File: config.mk
export PLATFORM = sky130hd
export DESIGN_NAME = fxyz_sweep_ctrl
export DESIGN_NICKNAME = d
export VERILOG_FILES = /design/src/rtl/fxyz_sweep_ctrl.sv
export SDC_FILE = /design/constraint.sdc
export NUM_CORES = 1
export LEC_CHECK = 0
export ABC_AREA = 1
export CELL_PAD_IN_SITES_DETAIL_PLACEMENT = 1
export CELL_PAD_IN_SITES_GLOBAL_PLACEMENT = 1
export CORE_ASPECT_RATIO = 1.75
export CORE_UTILIZATION = 37
export DETAILED_ROUTE_END_ITERATION = 12
export PLACE_DENSITY = 0.87
export SKIP_CTS_REPAIR_TIMING = 1
export SLEW_MARGIN = 0
export SYNTH_ARGS = -nofsm -noshare
export SYNTH_HDL_FRONTEND = slang
export SYNTH_SLANG_ARGS = --single-unit
File: constraint.sdc
create_clock -name clk -period 4.4 [get_ports clk]
set_input_delay 1.1 -clock clk [delete_from_list [all_inputs] [get_ports clk]]
set_output_delay 1.1 -clock clk [all_outputs]
set_load 0.02 [all_outputs]
File: src/rtl/fxyz_sweep_ctrl.sv
// Sweep controller for the (x.y)'.z function block: steps {x,y,z} through vectors 0..7,
// captures s into a truth table and grades it against the expected table latched at start.
module fxyz_sweep_ctrl #(
  parameter int unsigned SETTLE = 1
) (
  input  logic       clk,
  input  logic       reset,
  input  logic       start,
  input  logic       abort,
  input  logic [7:0] exp,
  input  logic       s,
  output logic       x,
  output logic       y,
  output logic       z,
  output logic       busy,
  output logic       done,
  output logic       pass,
  output logic [7:0] truth_table,
  output logic [3:0] mismatches,
  output logic [2:0] first_fail,
  output logic       fail_valid
);

  localparam logic [3:0] SETTLE_C = 4'(SETTLE);

  typedef enum logic [1:0] {IDLE, RUN, DONE} state_t;

  state_t     state_q, state_d;
  logic [2:0] idx_q, idx_d;
  logic [2:0] xyz_q, xyz_d;
  logic [3:0] wcnt_q, wcnt_d;
  logic [7:0] exp_l_q, exp_l_d;
  logic [7:0] table_q, table_d;
  logic       busy_q, busy_d;
  logic       done_q, done_d;
  logic       pass_q, pass_d;
  logic       fv_q, fv_d;
  logic [3:0] mism_q, mism_d;
  logic [2:0] ff_q, ff_d;

  logic [7:0] diff;
  logic [3:0] pop;
  logic [2:0] first;
  logic       found;

  // Grading only matters on the vector-7 sample edge, where the final table is
  // the captured bits 0..6 plus the live s.
  always_comb begin
    diff  = {s, table_q[6:0]} ^ exp_l_q;
    pop   = '0;
    first = '0;
    found = 1'b0;
    for (int unsigned i = 0; i < 8; i++) begin
      pop = pop + 4'(diff[i]);
      if (diff[i] && !found) begin
        first = 3'(i);
        found = 1'b1;
      end
    end
  end

  always_comb begin
    state_d = state_q;
    idx_d   = idx_q;
    xyz_d   = xyz_q;
    wcnt_d  = wcnt_q;
    exp_l_d = exp_l_q;
    table_d = table_q;
    busy_d  = busy_q;
    done_d  = done_q;
    pass_d  = pass_q;
    fv_d    = fv_q;
    mism_d  = mism_q;
    ff_d    = ff_q;
    case (state_q)
      IDLE, DONE: begin
        if (start && !abort) begin
          state_d = RUN;
          busy_d  = 1'b1;
          done_d  = 1'b0;
          pass_d  = 1'b0;
          fv_d    = 1'b0;
          table_d = '0;
          mism_d  = '0;
          ff_d    = '0;
          exp_l_d = exp;
          idx_d   = '0;
          wcnt_d  = '0;
          xyz_d   = '0;
        end
      end
      RUN: begin
        if (abort) begin
          state_d = IDLE;
          busy_d  = 1'b0;
          done_d  = 1'b0;
          table_d = '0;
          xyz_d   = '0;
          idx_d   = '0;
          wcnt_d  = '0;
        end else if (wcnt_q != SETTLE_C) begin
          wcnt_d = wcnt_q + 4'd1;
        end else begin
          table_d[idx_q] = s;
          wcnt_d         = '0;
          if (idx_q != 3'd7) begin
            idx_d = idx_q + 3'd1;
            xyz_d = idx_q + 3'd1;
          end else begin
            state_d = DONE;
            busy_d  = 1'b0;
            done_d  = 1'b1;
            xyz_d   = '0;
            idx_d   = '0;
            pass_d  = (pop == 4'd0);
            fv_d    = (pop != 4'd0);
            mism_d  = pop;
            ff_d    = first;
          end
        end
      end
      default: state_d = IDLE;
    endcase
  end

  always_ff @(posedge clk) begin
    if (reset) begin
      state_q <= IDLE;
      idx_q   <= '0;
      xyz_q   <= '0;
      wcnt_q  <= '0;
      exp_l_q <= '0;
      table_q <= '0;
      busy_q  <= 1'b0;
      done_q  <= 1'b0;
      pass_q  <= 1'b0;
      fv_q    <= 1'b0;
      mism_q  <= '0;
      ff_q    <= '0;
    end else begin
      state_q <= state_d;
      idx_q   <= idx_d;
      xyz_q   <= xyz_d;
      wcnt_q  <= wcnt_d;
      exp_l_q <= exp_l_d;
      table_q <= table_d;
      busy_q  <= busy_d;
      done_q  <= done_d;
      pass_q  <= pass_d;
      fv_q    <= fv_d;
      mism_q  <= mism_d;
      ff_q    <= ff_d;
    end
  end

  assign x           = xyz_q[2];
  assign y           = xyz_q[1];
  assign z           = xyz_q[0];
  assign busy        = busy_q;
  assign done        = done_q;
  assign pass        = pass_q;
  assign truth_table = table_q;
  assign mismatches  = mism_q;
  assign first_fail  = ff_q;
  assign fail_valid  = fv_q;

endmodule

==> insert_results.sql <==
INSERT INTO impl_metrics (metric_group, metric, value, unit) VALUES
('logic_synthesis', 'netlist_top_cells_count', '65 x nand2_1, 36 x dfxtp_1, 31 x a21oi_1, 30 x inv_1, 17 x nor2_1', ''),
('worst_hold_path', 'holdCritPathClass', 'reg2reg', ''),
('timing', 'tightest_slew', '0.3941', 'ns'),
('global_route', 'via_count_of_the_first_global_routing_pass', '1798', ''),
('logic_synthesis', 'yosysUniqueCellTypes', '28', ''),
('timing', 'finalMaxSlewViolations', '0', ''),
('clock_network', 'clock_latency', '0.29', 'ns'),
('place', 'setup_slack_after_placement', '0.7877', 'ns'),
('routing', 'drc', '0', ''),
('cells_and_area', 'postLayoutCoreUtil', '48.34', '%'),
('routing', 'number_of_optimization_iterations_in_the_first_detailed_route_pass', '4', ''),
('logic_synthesis', 'synth-adder-area-share', '9.981', '%'),
('cells_and_area', 'post_route_cells_drive_above_1_share', '6.419', '%'),
('logic_synthesis', 'synth_cells', '259', ''),
('timing', 'final.setup_skew', '0.005683', 'ns'),
('logic_synthesis', 'yosys-top-cells-area', 'dfxtp_1 37%, nand2_1 13%, a21oi_1 8.0%', ''),
('setup_path', 'crit_path_frequent_cell', 'fa_1', ''),
('cells_and_area', 'num-fill-cells', '630', ''),
('setup_path', 'timing.setup.critical_path_class', 'reg2reg', ''),
('clock_network', 'cts.root.buffer_cell', 'clkbuf_8', ''),
('setup_path', 'crit_path_max_incr_delay', '0.55', 'ns'),
('setup_path', 'critical_path.top_delay_family', 'adder cells', ''),
('setup_path', 'arrival_time_at_the_worst_endpoint', '3.86', 'ns'),
('timing', 'hold_ws', '0.4615', 'ns'),
('clock_network', 'clock_path_buffers', '2', ''),
('timing', 'fin_crit_sh', '83.62', '%'),
('global_route', 'grt_util_all_layers', '19.31', '%'),
('logic_synthesis', 'synth_nets', '285', ''),
('setup_path', 'critical_path.max_fanout', '3', ''),
('setup_path', 'crit_chain', 'xnor2_1 -> inv_1 -> fa_1 -> fa_1 -> inv_1 -> fa_1 -> inv_1 -> ha_1 -> fa_1 -> xor2_1 -> nor2_1 -> nand2_1 -> nand2_1 -> a21oi_1', ''),
('place', 'placed_area', '2312', 'um2'),
('global_route', 'antenna_found_initial', '0', ''),
('logic_synthesis', 'muxShareOfSynthArea', '0', '%'),
('floorplan', 'floorplan.initialDensity', '38.79', '%'),
('logic_synthesis', 'synth_top_area_cell', 'dfxtp_1', ''),
('outcome', 'run_status', 'finished clean', ''),
('logic_synthesis', 'post-synth-top-count-cell', 'nand2_1', ''),
('cells_and_area', 'antenna-diode-count', '0', ''),
('floorplan', 'fp.dieW', '56.61', 'um'),
('timing', 'grt_setup_unrepaired', 'false', ''),
('cells_and_area', 'seqCellArea', '720.7', 'um2'),
('setup_path', 'worst_setup_path_end_kind', 'flip-flop', ''),
('timing', 'setup_violations', '0', ''),
('place', 'io_buffers', '34', ''),
('routing', 'wl', '4.992', 'mm'),
('timing', 'setup-tns-final', '0', 'ns'),
('floorplan', 'die_height', '97.56', 'um'),
('routing', 'vias_per_cell', '5.146', ''),
('logic_synthesis', 'ys_seq_elements', '36', ''),
('global_route', 'grt_overflow_total', '0', ''),
('logic_synthesis', 'synth_simple_gate_area_share', '27.67', '%'),
('timing', 'final-hold-violation-count', '0', ''),
('logic_synthesis', 'average_size_of_a_mapped_cell', '7.454', 'um2'),
('clock_network', 'tritoncts_num_sinks', '36', ''),
('routing', 'drtAntennaViolNets', '0', ''),
('global_route', 'grt_max_degree', '30', ''),
('setup_path', 'cp.required', '4.58', 'ns'),
('cells_and_area', 'multi_input_comb_area', '1050', 'um2'),
('floorplan', 'floorplan.io_pins', '35', ''),
('timing', 'final_critical_path_setup_slack', '0.7207', 'ns'),
('logic_synthesis', 'async_reset_ff_share', '0', '%'),
('floorplan', 'die_area', '5522', 'um2'),
('place', 'place.detailed.hpwl', '3.877', 'mm'),
('cells_and_area', 'layout-area-overhead-vs-synth', '24.63', '%'),
('logic_synthesis', 'mappedNetlistArea', '1931', 'um2'),
('clock_network', 'cts_tree', 'done', ''),
('cells_and_area', 'nNetsFinal', '321', ''),
('setup_path', 'critPathSlowestCell', 'fa_1', ''),
('setup_path', 'cp-start-kind', 'flip-flop', ''),
('setup_path', 'cp.buffers_inverters', '3', ''),
('logic_synthesis', 'synth_largest_type_area_fraction', '37.33', '%');
[kinds of logic (layout without fill, tap and decap cells)]
kind of cell               count (synthesis)  after routing
DFF                                       36             36
adders and majority gates                 13             13
buffers and inverters                     39             76
xor gates and xnor gates                   7              7
AOI/OAI and AO/OA                         50             50
and+or+nand+nor                          114            114
[metrics by stage]
stage,power (mW),std cells
5_1_grt,0.7613,350
3_3_place_gp,0.4692,342
2_1_floorplan,0.4337,259
4_1_cts,0.7313,350
6_report,0.7246,350
3_5_place_dp,0.4763,342
[worst min-delay path: stages (launching register included)]
cell,delay [ns]
dfxtp_1,0.31
nand2_1,0.06
a21oi_1,0.05
[sequential cells by signal, summed over array words and instances (netlist names)]
name and cells:
busy 1, done 1, exp_l_q 8, fail_valid 1
first_fail 3, mismatches 4, pass 1, state_q 2
truth_table 8, wcnt_q 4, xyz_q 3
[cells in the final DEF (no fill, tap or decap), types with 2 or more instances in the layout]
cell / n
fa_1: 4
nor2_8: 3
dfxtp_1: 36
clkbuf_8: 6
nor2_1: 17
inv_2: 2
xnor2_1: 3
a21oi_1: 31
nand4_1: 3
clkdlybuf4s50_1: 34
xor2_1: 4
nand2_1: 65
o22ai_1: 3
ha_1: 9
nand3_1: 10
inv_1: 30
nor3_1: 11
o21ai_0: 13
[layout make-up]
class,instances,area share (%)
Multi-Input combinational cell,184,43.63
Sequential cell,36,29.95
Timing Repair Buffer,35,14.46
Inverter,33,5.252
Clock buffer,7,3.588
Tap cell,54,2.808
Clock inverter,1,0.3120
[routing by layer]
layer / GRT usage [%] / up-vias / share of wire (%)
met3: 2.929 / 13 / 2.4
li1: - / 906 / -
met1: 18.91 / 852 / 37
met2: 37.19 / 30 / 57
met4: 9.756 / 0 / 3.2
met5: 0 / - / 0
[final timing paths]
kind / endpoint / cells after the start / start / slack, ns
hold / removal: mismatches[0]$_SDFFE_PP0P_ / 2 / mismatches[0]$_SDFFE_PP0P_ / 0.46
setup / recovery: fail_valid$_SDFFE_PP0P_ / 14 / truth_table[1]$_SDFFE_PP0P_ / 0.72
setup reg to reg: fail_valid$_SDFFE_PP0P_ / 14 / truth_table[1]$_SDFFE_PP0P_ / 0.72
hold reg to reg: mismatches[0]$_SDFFE_PP0P_ / 2 / mismatches[0]$_SDFFE_PP0P_ / 0.46
[power breakdown]
group / leakage (nW) / switching [mW] / internal, mW
Combinational: 0.662 / 0.0790 / 0.0488
Clock: 0.0445 / 0.130 / 0.127
Sequential: 0.292 / 0.00611 / 0.333
Total: 0.999 / 0.215 / 0.510
No activity file was read; power rests on OpenSTA's default activity.
